**config.mk**
```make
export PLATFORM = sky130hd
export DESIGN_NAME = store_drain_unit
export DESIGN_NICKNAME = d
export VERILOG_FILES = /design/src/rtl/store_drain_unit.sv
export SDC_FILE = /design/constraint.sdc
export NUM_CORES = 1
export LEC_CHECK = 0
export CAP_MARGIN = 30
export CORE_MARGIN = 2
export CORE_UTILIZATION = 40
export CTS_BUF_LIST = sky130_fd_sc_hd__clkbuf_16
export DETAILED_ROUTE_END_ITERATION = 6
export PLACE_DENSITY = 0.83
export RECOVER_POWER = 100
export SLEW_MARGIN = 20
export SYNTH_ARGS = -nofsm -noshare
export SYNTH_HDL_FRONTEND = slang
export SYNTH_SLANG_ARGS = --single-unit
```
**constraint.sdc**
```tcl
create_clock -name clk -period 7.1 [get_ports clk]
set_clock_uncertainty 0.2 [all_clocks]
set_input_delay 1.065 -clock clk [delete_from_list [all_inputs] [get_ports clk]]
set_output_delay 1.065 -clock clk [all_outputs]
set_load 0.05 [all_outputs]
```
**src/rtl/store_drain_unit.sv**
```systemverilog
// Drains committed stores from the store queue head into data memory: pop at T, req at T+1.
// One outstanding write; the FSM holds the request stable until dmem_ack, so ack latency throttles pops.
module store_drain_unit #(
  parameter int ADDR_WIDTH = 32,
  parameter int DATA_WIDTH = 32,
  parameter int CNT_WIDTH  = 5
) (
  input  logic                  clk,
  input  logic                  rst,
  input  logic                  commit_store_valid,
  input  logic                  sq_empty,
  input  logic [ADDR_WIDTH-1:0] sq_addr,
  input  logic [DATA_WIDTH-1:0] sq_data,
  input  logic [1:0]            sq_size,
  output logic                  store_valid,
  output logic                  dmem_req,
  output logic [ADDR_WIDTH-1:0] dmem_addr,
  output logic [DATA_WIDTH-1:0] dmem_wdata,
  output logic [3:0]            dmem_wstrb,
  input  logic                  dmem_ack,
  output logic [CNT_WIDTH-1:0]  pending_cnt,
  output logic                  drain_idle,
  output logic                  misaligned_err,
  output logic                  overflow_err
);

  typedef enum logic [1:0] {ST_IDLE, ST_REQ, ST_ERR} state_e;

  state_e                state_q;
  logic [CNT_WIDTH-1:0]  cnt_q, cnt_d;
  logic                  ovf_q, ovf_d;
  logic                  req_q;
  logic                  err_q;
  logic [ADDR_WIDTH-1:0] addr_q;
  logic [DATA_WIDTH-1:0] wdata_q;
  logic [3:0]            wstrb_q;

  logic                  pop;
  logic [DATA_WIDTH-1:0] lane_dat;
  logic [3:0]            lane_strb;
  logic                  misaligned;

  // The queue head is valid combinationally, so the pop and the latch share a cycle.
  assign pop = (state_q == ST_IDLE) && (cnt_q != '0) && !sq_empty;

  always_comb begin
    lane_dat   = sq_data;
    lane_strb  = 4'b1111;
    misaligned = (sq_addr[1:0] != 2'b00);
    case (sq_size)
      2'b00: begin
        lane_dat   = {4{sq_data[7:0]}};
        lane_strb  = 4'b0001 << sq_addr[1:0];
        misaligned = 1'b0;
      end
      2'b01: begin
        lane_dat   = {2{sq_data[15:0]}};
        lane_strb  = 4'b0011 << sq_addr[1:0];
        misaligned = sq_addr[0];
      end
      default: ;
    endcase
  end

  // A commit that would wrap the counter is dropped and flagged until reset.
  always_comb begin
    cnt_d = cnt_q;
    ovf_d = ovf_q;
    if (commit_store_valid && !pop) begin
      if (&cnt_q) ovf_d = 1'b1;
      else        cnt_d = cnt_q + 1'b1;
    end else if (pop && !commit_store_valid) begin
      cnt_d = cnt_q - 1'b1;
    end
  end

  always_ff @(posedge clk or negedge rst) begin
    if (!rst) begin
      state_q <= ST_IDLE;
      cnt_q   <= '0;
      ovf_q   <= 1'b0;
      req_q   <= 1'b0;
      err_q   <= 1'b0;
      addr_q  <= '0;
      wdata_q <= '0;
      wstrb_q <= '0;
    end else begin
      cnt_q <= cnt_d;
      ovf_q <= ovf_d;
      err_q <= 1'b0;
      case (state_q)
        ST_IDLE: begin
          if (pop) begin
            if (misaligned) begin
              state_q <= ST_ERR;
              err_q   <= 1'b1;
            end else begin
              state_q <= ST_REQ;
              req_q   <= 1'b1;
              addr_q  <= {sq_addr[ADDR_WIDTH-1:2], 2'b00};
              wdata_q <= lane_dat;
              wstrb_q <= lane_strb;
            end
          end
        end
        ST_REQ: begin
          if (dmem_ack) begin
            req_q   <= 1'b0;
            state_q <= ST_IDLE;
          end
        end
        default: state_q <= ST_IDLE;
      endcase
    end
  end

  assign store_valid    = pop;
  assign dmem_req       = req_q;
  assign dmem_addr      = addr_q;
  assign dmem_wdata     = wdata_q;
  assign dmem_wstrb     = wstrb_q;
  assign pending_cnt    = cnt_q;
  assign drain_idle     = (state_q == ST_IDLE) && (cnt_q == '0);
  assign misaligned_err = err_q;
  assign overflow_err   = ovf_q;

endmodule

```
==> metrics, run 1 <==
status=complete, but fails checks; failing checks=max-capacitance violations, max-slew violations; Setup crit start=sq_empty; vias in the first global route=2837; Critical Path End=store_valid; I/O Buffers=146; async set-reset flop share out of synthesis=100%; post-synth top area cell=dfrtp_1; synth unique cells=34; PD cells=452 nW/µm²; Vias per Instance=5.20; top cells by area, synth=dfrtp_1, mux2_1, mux2i_1, a21oi_1, mux2_4; area grow syn2layout=51.1%; Fillers=661; Slew @ Worst Pin=2.66 ns; Seq cells post-synth=76; CTS root buf=clkbuf_16; crit share post-route=67.6%; fin area=5210 µm²; worst-skew pair later-pin latency=0.32 ns; CP Launch Type=input pin; Max Fclk=0.208 GHz; Critical Path Slowest Stage Cell=dlygate4sd3_1; Post-DP Area=4960 µm²; Final nets=490; Hold Vio Cnt, Final=0; Routed Antenna Nets=0; Reg2Reg Depth=5; Relative slew margins=-77.3%; Die Width=96.9 µm; Post-CTS Setup Inserts=0; die height=96.9 µm; CTS Hold Bufs=0; DRC Markers=0; cell area after synthesis=3450 µm²; Inserted Clock Buffers=9; Synth Warn #=0; maximum buffer depth of the clock tree=2; DP Wirelength=6.26 mm; post-synth top area share=55.2%; ANT cells=0; Setup TNS=0 ns; total track usage=19.3%; Crit Path Class=in -> out; Ports=149; # rows=33; first-pass GRT wire length=14.6 mm; leak pwr=2.21 nW; crit path time final=4.80 ns; R2R Path End=dmem_wdata[27]; Worst VDD drop=0.202 mV; cell chain of the critical path=clkdlybuf4s50_1 > nor3_1 > o21ai_0 > inv_1 > dlygate4sd3_1; initial antenna violation count=0; largest net degree at the start of global routing=77; layout cell share with drive strength beyond 1=3.83%; crit-path max cell delay=0.97 ns; total grt overflow=0; Iter 0 DRT Violations=37; Synth Instances=272; EDFF count, synth=0; CTS clk-pin slew, worst paths=0.06 ns; Primary FF master, synth=dfrtp_1; syn_area_per_cell=12.7 µm²; Seq/Total Area, Yosys=55.2%; CTS tree=built; DIE AREA=9380 µm²; htree depth=3; Max FO, Critical Path=24; crit path DAT=3.53 ns; drt wl/cell=17.1 µm; Reg-to-Reg Start=pending_cnt[0]; Req. time, crit path=5.83 ns; flop2flop setup slack=3.55 ns; total wire length=8.97 mm; Initial Util=41.5%; vias=2719; RSZ-0062 raised after global routing=no; clock sink count=76; count of pins over their slew limit=51; gpl congestion=0.751; number of setup violations in the final report=0; Min-Delay Path Class=reg -> reg; # Max-Cap Violations=1; First-pass DRT Iterations=4; post-CTS sizing=0; Setup crit end kind=output port; Core ar.=8300 µm²
-- kinds of logic after synthesis --
family	count (synthesis)	share of synthesized area [%]
AO/OA/AOI/OAI	65	10.9
XOR/XNOR	5	1.27
adder cells (fa/ha/maj)	5	2.03
buffers and inverters	26	3.59
flip-flops	76	55.2
multiplexers	73	24.0
other	1	0.109
AND/OR/NAND/NOR	21	2.94
-- synth_stat cells (2+ instances only) --
master and number:
nor3_1 2, and2_1 2, nand2_1 10, o21ai_0 12, mux2_4 10, buf_6 2
buf_4 2, clkbuf_1 9, xor2_1 2, mux2i_1 25, dfrtp_1 76, a2bb2oi_1 4
a21oi_1 39, ha_1 4, inv_1 7, nor2_1 4, a21o_1 3, xnor2_1 3
a31oi_1 2, buf_1 2, mux2_1 37, buf_2 3
-- layer usage --
| metal | global-route usage (%) | vias up | wire length, µm |
|---|---|---|---|
| li1 | - | 1258 | - |
| met1 | 24.5 | 1362 | 3780 |
| met2 | 32.3 | 99 | 4620 |
| met3 | 6.29 | 0 | 558 |
| met4 | 4.44 | 0 | 0 |
| met5 | 0 | - | 0 |
-- worst min-delay path by stage --
stage                      start      endpoint  slack (ns)  depth (start not counted)
CTS                 overflow_err  overflow_err        0.27                          1
floorplan             state_q[0]      dmem_req        0.26                          1
global placement    overflow_err  overflow_err        0.24                          1
finish              overflow_err  overflow_err        0.26                          1
detailed placement  overflow_err  overflow_err        0.25                          1
global route        overflow_err  overflow_err        0.29                          1
-- cell type report --
cell class | instances | area (µm²) | area share (%)
clock buffer | 9 | 225 | 4.32
clock inverter | 6 | 80.1 | 1.54
inverter | 8 | 30.0 | 0.576
multi-input combinational | 171 | 1380 | 26.4
sequential | 76 | 1900 | 36.5
tap | 105 | 131 | 2.52
timing repair buffer | 148 | 1470 | 28.1
-- flip-flops by register name (all words and copies together) (netlist names) --
| name | count |
|---|---|
| dmem_wstrb | 4 |
| dmem_wdata | 32 |
| pending_cnt | 5 |
| dmem_req | 1 |
| dmem_addr | 30 |
| overflow_err | 1 |
| misaligned_err | 1 |
| state_q | 2 |
-- cell usage in the layout (no fill, tap or decap), types with 3 or more instances in the layout --
cell,Yosys,final
mux2i_1,25,25
ha_1,4,4
dlygate4sd3_1,0,77
mux2_1,37,47
a21o_1,3,3
nand2_1,10,10
a2bb2oi_1,4,4
a21oi_1,39,39
dfrtp_1,76,76
o21ai_0,12,13
inv_1,7,8
clkbuf_16,0,9
clkdlybuf4s50_1,0,68
xnor2_1,3,3
nor2_1,4,4
-- stage by stage --
stage               setup WS [ns]  hold slack (ns)  instances  total power [mW]  util [%]
floorplan                    3.13            0.264        273              1.53         -
global placement             2.70            0.243        507              1.96      59.7
detailed placement           2.71            0.254        507              1.98      59.7
CTS                          2.69            0.273        522              2.47      63.4
global route                 1.86            0.293        523              2.46      62.8
finish                       2.30            0.256        523              2.36      62.8
-- power by group --
group	switching, mW	internal, mW	leakage [nW]
Clock	0.173	0.303	0.146
Sequential	0.0935	0.596	0.883
Combinational	0.810	0.381	1.18
Total	1.08	1.28	2.21
-- critical path, delay by kind of cell --
family / cells / cell delay, ns
AO/OA/AOI/OAI: 1 / 0.28
buffers and inverters: 3 / 2.05
AND/OR/NAND/NOR: 1 / 0.12
Power figures use the tool's default switching activity.
==> inputs of run 2 (changes only) <==
clock period = 4.6 ns   (was 7.1 ns; I/O delays follow)
==> run 2 against run 1 <==
  * The flow now finishes without violations
  * Global-route usage is 0.089 points higher
  * Register-to-register slack worse by 1.8 ns
  * Wire length is 1.3% lower
  * Total power is 57% higher
  * Sequential cell count stayed put
  * Clock power is 68% higher
  * Final area is 1.8% higher
  * Critical path depth is 1 higher
  * Sequential share of layout area is 0.64 points lower
  * Hold slack worse by 0.0048 ns
  * Combinational power is 55% higher
  * Critical path type is now in -> reg
==> metrics, run 2 (synthesized netlist as in run 1, its figures left out) <==
Max FO, Critical Path=63; largest net degree at the start of global routing=77; crit share post-route=77.4%; maximum buffer depth of the clock tree=2; gpl congestion=0.803; area grow syn2layout=53.8%; Relative slew margins=5.39%; max reg flops=32; Hold Vio Cnt, Final=0; DRC Markers=0; Setup TNS=0 ns; Vias per Instance=5.07; Die Width=96.9 µm; Final nets=494; ANT cells=0; CP Launch Type=input pin; CTS Hold Bufs=0; Psw=1.67 mW; die height=96.9 µm; Iter 0 DRT Violations=69; I/O Buffers=146; leak pwr=2.25 nW; Post-DP Area=4990 µm²; RSZ-0062 raised after global routing=no; worst-skew pair later-pin latency=0.33 ns; CTS clk-pin slew, worst paths=0.06 ns; total wire length=8.85 mm; Inserted Clock Buffers=9; Slew @ Worst Pin=1.42 ns; initial antenna violation count=0; clock sink count=76; Worst VDD drop=0.372 mV; post-CTS sizing=0; total grt overflow=0; first-pass GRT wire length=14.6 mm; worst setup margin=1.04 ns; Ports=149; htree depth=3; combinational share of power=49.6%; PD cells=699 nW/µm²; crit path DAT=3.57 ns; post-place setup slack=1.13 ns; vias=2676; Req. time, crit path=4.61 ns; clock network power share=21.5%; sequential share of power=28.9%; DIE AREA=9380 µm²; total track usage=19.4%; layout cell share with drive strength beyond 1=5.20%; drt wl/cell=16.8 µm; count of pins over their slew limit=0; status=completed; Initial Util=41.5%; DP Wirelength=6.38 mm; switching share of total power=44.9%; CTS tree=built; most common cell after layout, fill and taps aside=dlygate4sd3_1; Routed Antenna Nets=0; # rows=33; highest-count cells in the layout ignoring fill and taps=dlygate4sd3_1, dfrtp_1, clkdlybuf4s50_1; internal power=2.04 mW; Crit Path Class=in -> reg; Core ar.=8300 µm²; fin area=5300 µm²; crit path time final=3.56 ns; Max Fclk=0.281 GHz; # Max-Cap Violations=0; number of setup violations in the final report=0; First-pass DRT Iterations=4; Post-CTS Setup Inserts=0; CTS root buf=clkbuf_16; Setup crit end kind=flip-flop; Min-Delay Path Class=reg -> reg; vias in the first global route=2838
run 2: routing by layer:
| layer | GRT usage (%) | share of wire (%) |
|---|---|---|
| met2 | 33.7 | 52 |
| met4 | 5.53 | 1.0 |
| met1 | 22.8 | 40 |
| met3 | 6.65 | 6.6 |
| met5 | 0 | 0 |
run 2: worst paths after layout:
check | start | end | slack (ns) | cells past startpoint
max | sq_size[1] | dmem_addr[30] | 1.04 | 6
max reg2reg | pending_cnt[0] | pending_cnt[4] | 1.70 | 8
min | overflow_err | overflow_err | 0.25 | 1
min reg2reg | overflow_err | overflow_err | 0.25 | 1
max in group asynchronous | rst | dmem_addr[18] | 3.00 | 2
min in group asynchronous | rst | dmem_req | 0.35 | 1
run 2: power by group through the flow:
stage | Clock, mW | Combinational, mW | Sequential [mW]
floorplan | 0 | 0.400 | 1.96
finish | 0.798 | 1.84 | 1.07
global placement | 0 | 1.94 | 1.09
detailed placement | 0 | 1.97 | 1.10
CTS | 0.815 | 1.98 | 1.09
global route | 0.837 | 1.93 | 1.11
run 2: critical path, cell delays in order:
cell and delay (ns):
dlygate4sd3_1 0.53, clkbuf_1 1.03, o21ai_0 0.22, and2_0 0.26, and2_4 0.41, mux2_1 0.42
run 2: stage by stage:
stage | instances | utilization [%] | hold slack (ns) | power [mW]
floorplan | 273 | - | 0.194 | 2.36
global placement | 511 | 60.1 | 0.243 | 3.03
detailed placement | 511 | 60.1 | 0.248 | 3.06
CTS | 527 | 64.2 | 0.260 | 3.88
global route | 528 | 63.9 | 0.295 | 3.88
finish | 528 | 63.9 | 0.252 | 3.71
run 2: final cells by class:
type                            instances  area [µm²]
Timing Repair Buffer                  152        1510
Inverter                                8        30.0
Fill cell                             655        3000
Clock inverter                          7         115
Multi-Input combinational cell        171        1390
Clock buffer                            9         225
Sequential cell                        76        1900
Tap cell                              105         131
==> inputs of run 3 (changes only) <==
clock period = 3.4 ns   (was 4.6 ns; I/O delays follow)
==> run 3 against run 2 <==
  * The run now ends with max-capacitance violations, max-slew violations left
  * Critical path type is now reg -> out
  * Final area about the same
  * Register-to-register slack got worse by 1.3 ns
  * Sequential power increased by 36%
  * Sequential cell count unchanged
  * Die area unchanged
  * Largest power group unchanged
  * Global-route usage decreased by 0.50 points
  * Via count about the same
  * Setup slack got worse by 0.76 ns
==> metrics, run 3 (synthesized netlist as in run 1, its figures left out) <==
total grt overflow=0; CTS root buf=clkbuf_16; vias=2677; Core ar.=8300 µm²; DP Wirelength=6.37 mm; I/O Buffers=146; Critical Path Slowest Stage Cell=dlygate4sd3_1; most common cell after layout, fill and taps aside=dlygate4sd3_1; Die Width=96.9 µm; Min-Delay Path Class=reg -> reg; Inserted Clock Buffers=9; failing checks=max-capacitance violations, max-slew violations; RSZ-0062 raised after global routing=no; worst-skew pair later-pin latency=0.32 ns; drt wl/cell=16.4 µm; Vias per Instance=5.05; Routed Antenna Nets=0; layout cell share with drive strength beyond 1=5.65%; crit-path max cell delay=0.90 ns; crit path time final=3.13 ns; ANT cells=0; DIE AREA=9380 µm²; first-pass GRT wire length=14.5 mm; Post-DP Area=5020 µm²; total track usage=18.9%; initial antenna violation count=0; post-place setup slack=0.513 ns; Setup crit end kind=output port; maximum buffer depth of the clock tree=2; Slew @ Worst Pin=2.12 ns; total wire length=8.71 mm; Final nets=496; Req. time, crit path=2.69 ns; die height=96.9 µm; Final Non-Filler Cells=530; crit path DAT=2.42 ns; Hold Vio Cnt, Final=0; # Max-Cap Violations=1; htree depth=3; Relative slew margins=-41.5%; highest-count cells in the layout ignoring fill and taps=dlygate4sd3_1, dfrtp_1, clkdlybuf4s50_1; CTS tree=built; status=complete, but fails checks; Total Power=4.96 mW; crit share post-route=91.9%; PD cells=935 nW/µm²; # rows=33; clock sink count=76; gpl congestion=0.814; area grow syn2layout=53.9%; Iter 0 DRT Violations=70; First-pass DRT Iterations=4; count of pins over their slew limit=38; worst setup margin=0.275 ns; crit path buf inv count=1; fin area=5310 µm²; Fillers=654; CTS clk-pin slew, worst paths=0.06 ns; leak pwr=2.25 nW; Max Fclk=0.320 GHz; vias in the first global route=2866; number of setup violations in the final report=0; final hold slack=0.265 ns; max reg flops=32; Setup TNS=0 ns; Ports=149; Initial Util=41.5%; DRC Markers=0; Crit Path Class=reg -> out; placed insts=512; cell chain of the critical path=or4_4 > nor4_2 > dlygate4sd3_1; CP Launch Type=flip-flop; Worst VDD drop=0.406 mV; Core Util, Final=63.9%; Max FO, Critical Path=6; family with the most delay on the worst path=buffers and inverters; largest net degree at the start of global routing=77; Post-CTS Setup Inserts=0
-- run 3: changes by cell type in the layout (fill, tap and decap cells not counted), sizes merged --
cell and change:
bufinv -1, clkbuf +2, clkdlybuf4s50 -1, clkinv -1
clkinvlp +1, dlygate4sd3 +1, inv +1
-- run 3: repair_timing --
item | CTS | global route
setup endpoints to repair | 0 | 0
resized for setup | 0 | 0
hold endpoints to repair | 0 | 19
hold buffers | 0 | 1
-- run 3: layout make-up --
type	count	area [µm²]	share of cell area (%)
Timing Repair Buffer	154	1530	28.8
Clock buffer	9	225	4.24
Tap cell	105	131	2.48
Inverter	8	30.0	0.566
Sequential cell	76	1900	35.8
Multi-Input combinational cell	171	1400	26.3
Clock inverter	7	92.6	1.74
-- run 3: report_power, final --
group          switching (mW)  internal, mW  total [mW]
combinational            1.70         0.809        2.51
clock                   0.357         0.639       0.997
sequential              0.211          1.25        1.46
-- run 3: final timing paths --
kind	startpoint	to	slack, ns	cells after the start
setup / recovery	pending_cnt[0]	drain_idle	0.27	3
hold / removal	overflow_err	overflow_err	0.26	1
setup reg to reg	pending_cnt[0]	dmem_addr[21]	0.38	6
hold reg to reg	overflow_err	overflow_err	0.26	1
max in group asynchronous	rst	dmem_wdata[20]	0.63	2
min in group asynchronous	rst	pending_cnt[2]	1.14	2
-- run 3: worst register-to-register path, delay by kind of cell (launching register included) --
| family | cells | cell delay, ns |
|---|---|---|
| AND/OR/NAND/NOR | 2 | 0.83 |
| buffers and inverters | 2 | 0.70 |
| multiplexers | 1 | 0.50 |
| flip-flops | 1 | 0.45 |
| AO/OA/AOI/OAI | 1 | 0.22 |
-- run 3: metal layers --
metal	global-route usage (%)	wire length, µm	vias to the layer above
met1	23.8	3640	1306
met5	0	0	-
met4	5.96	102	0
met3	5.49	593	10
met2	31.5	4380	95
li1	-	-	1266
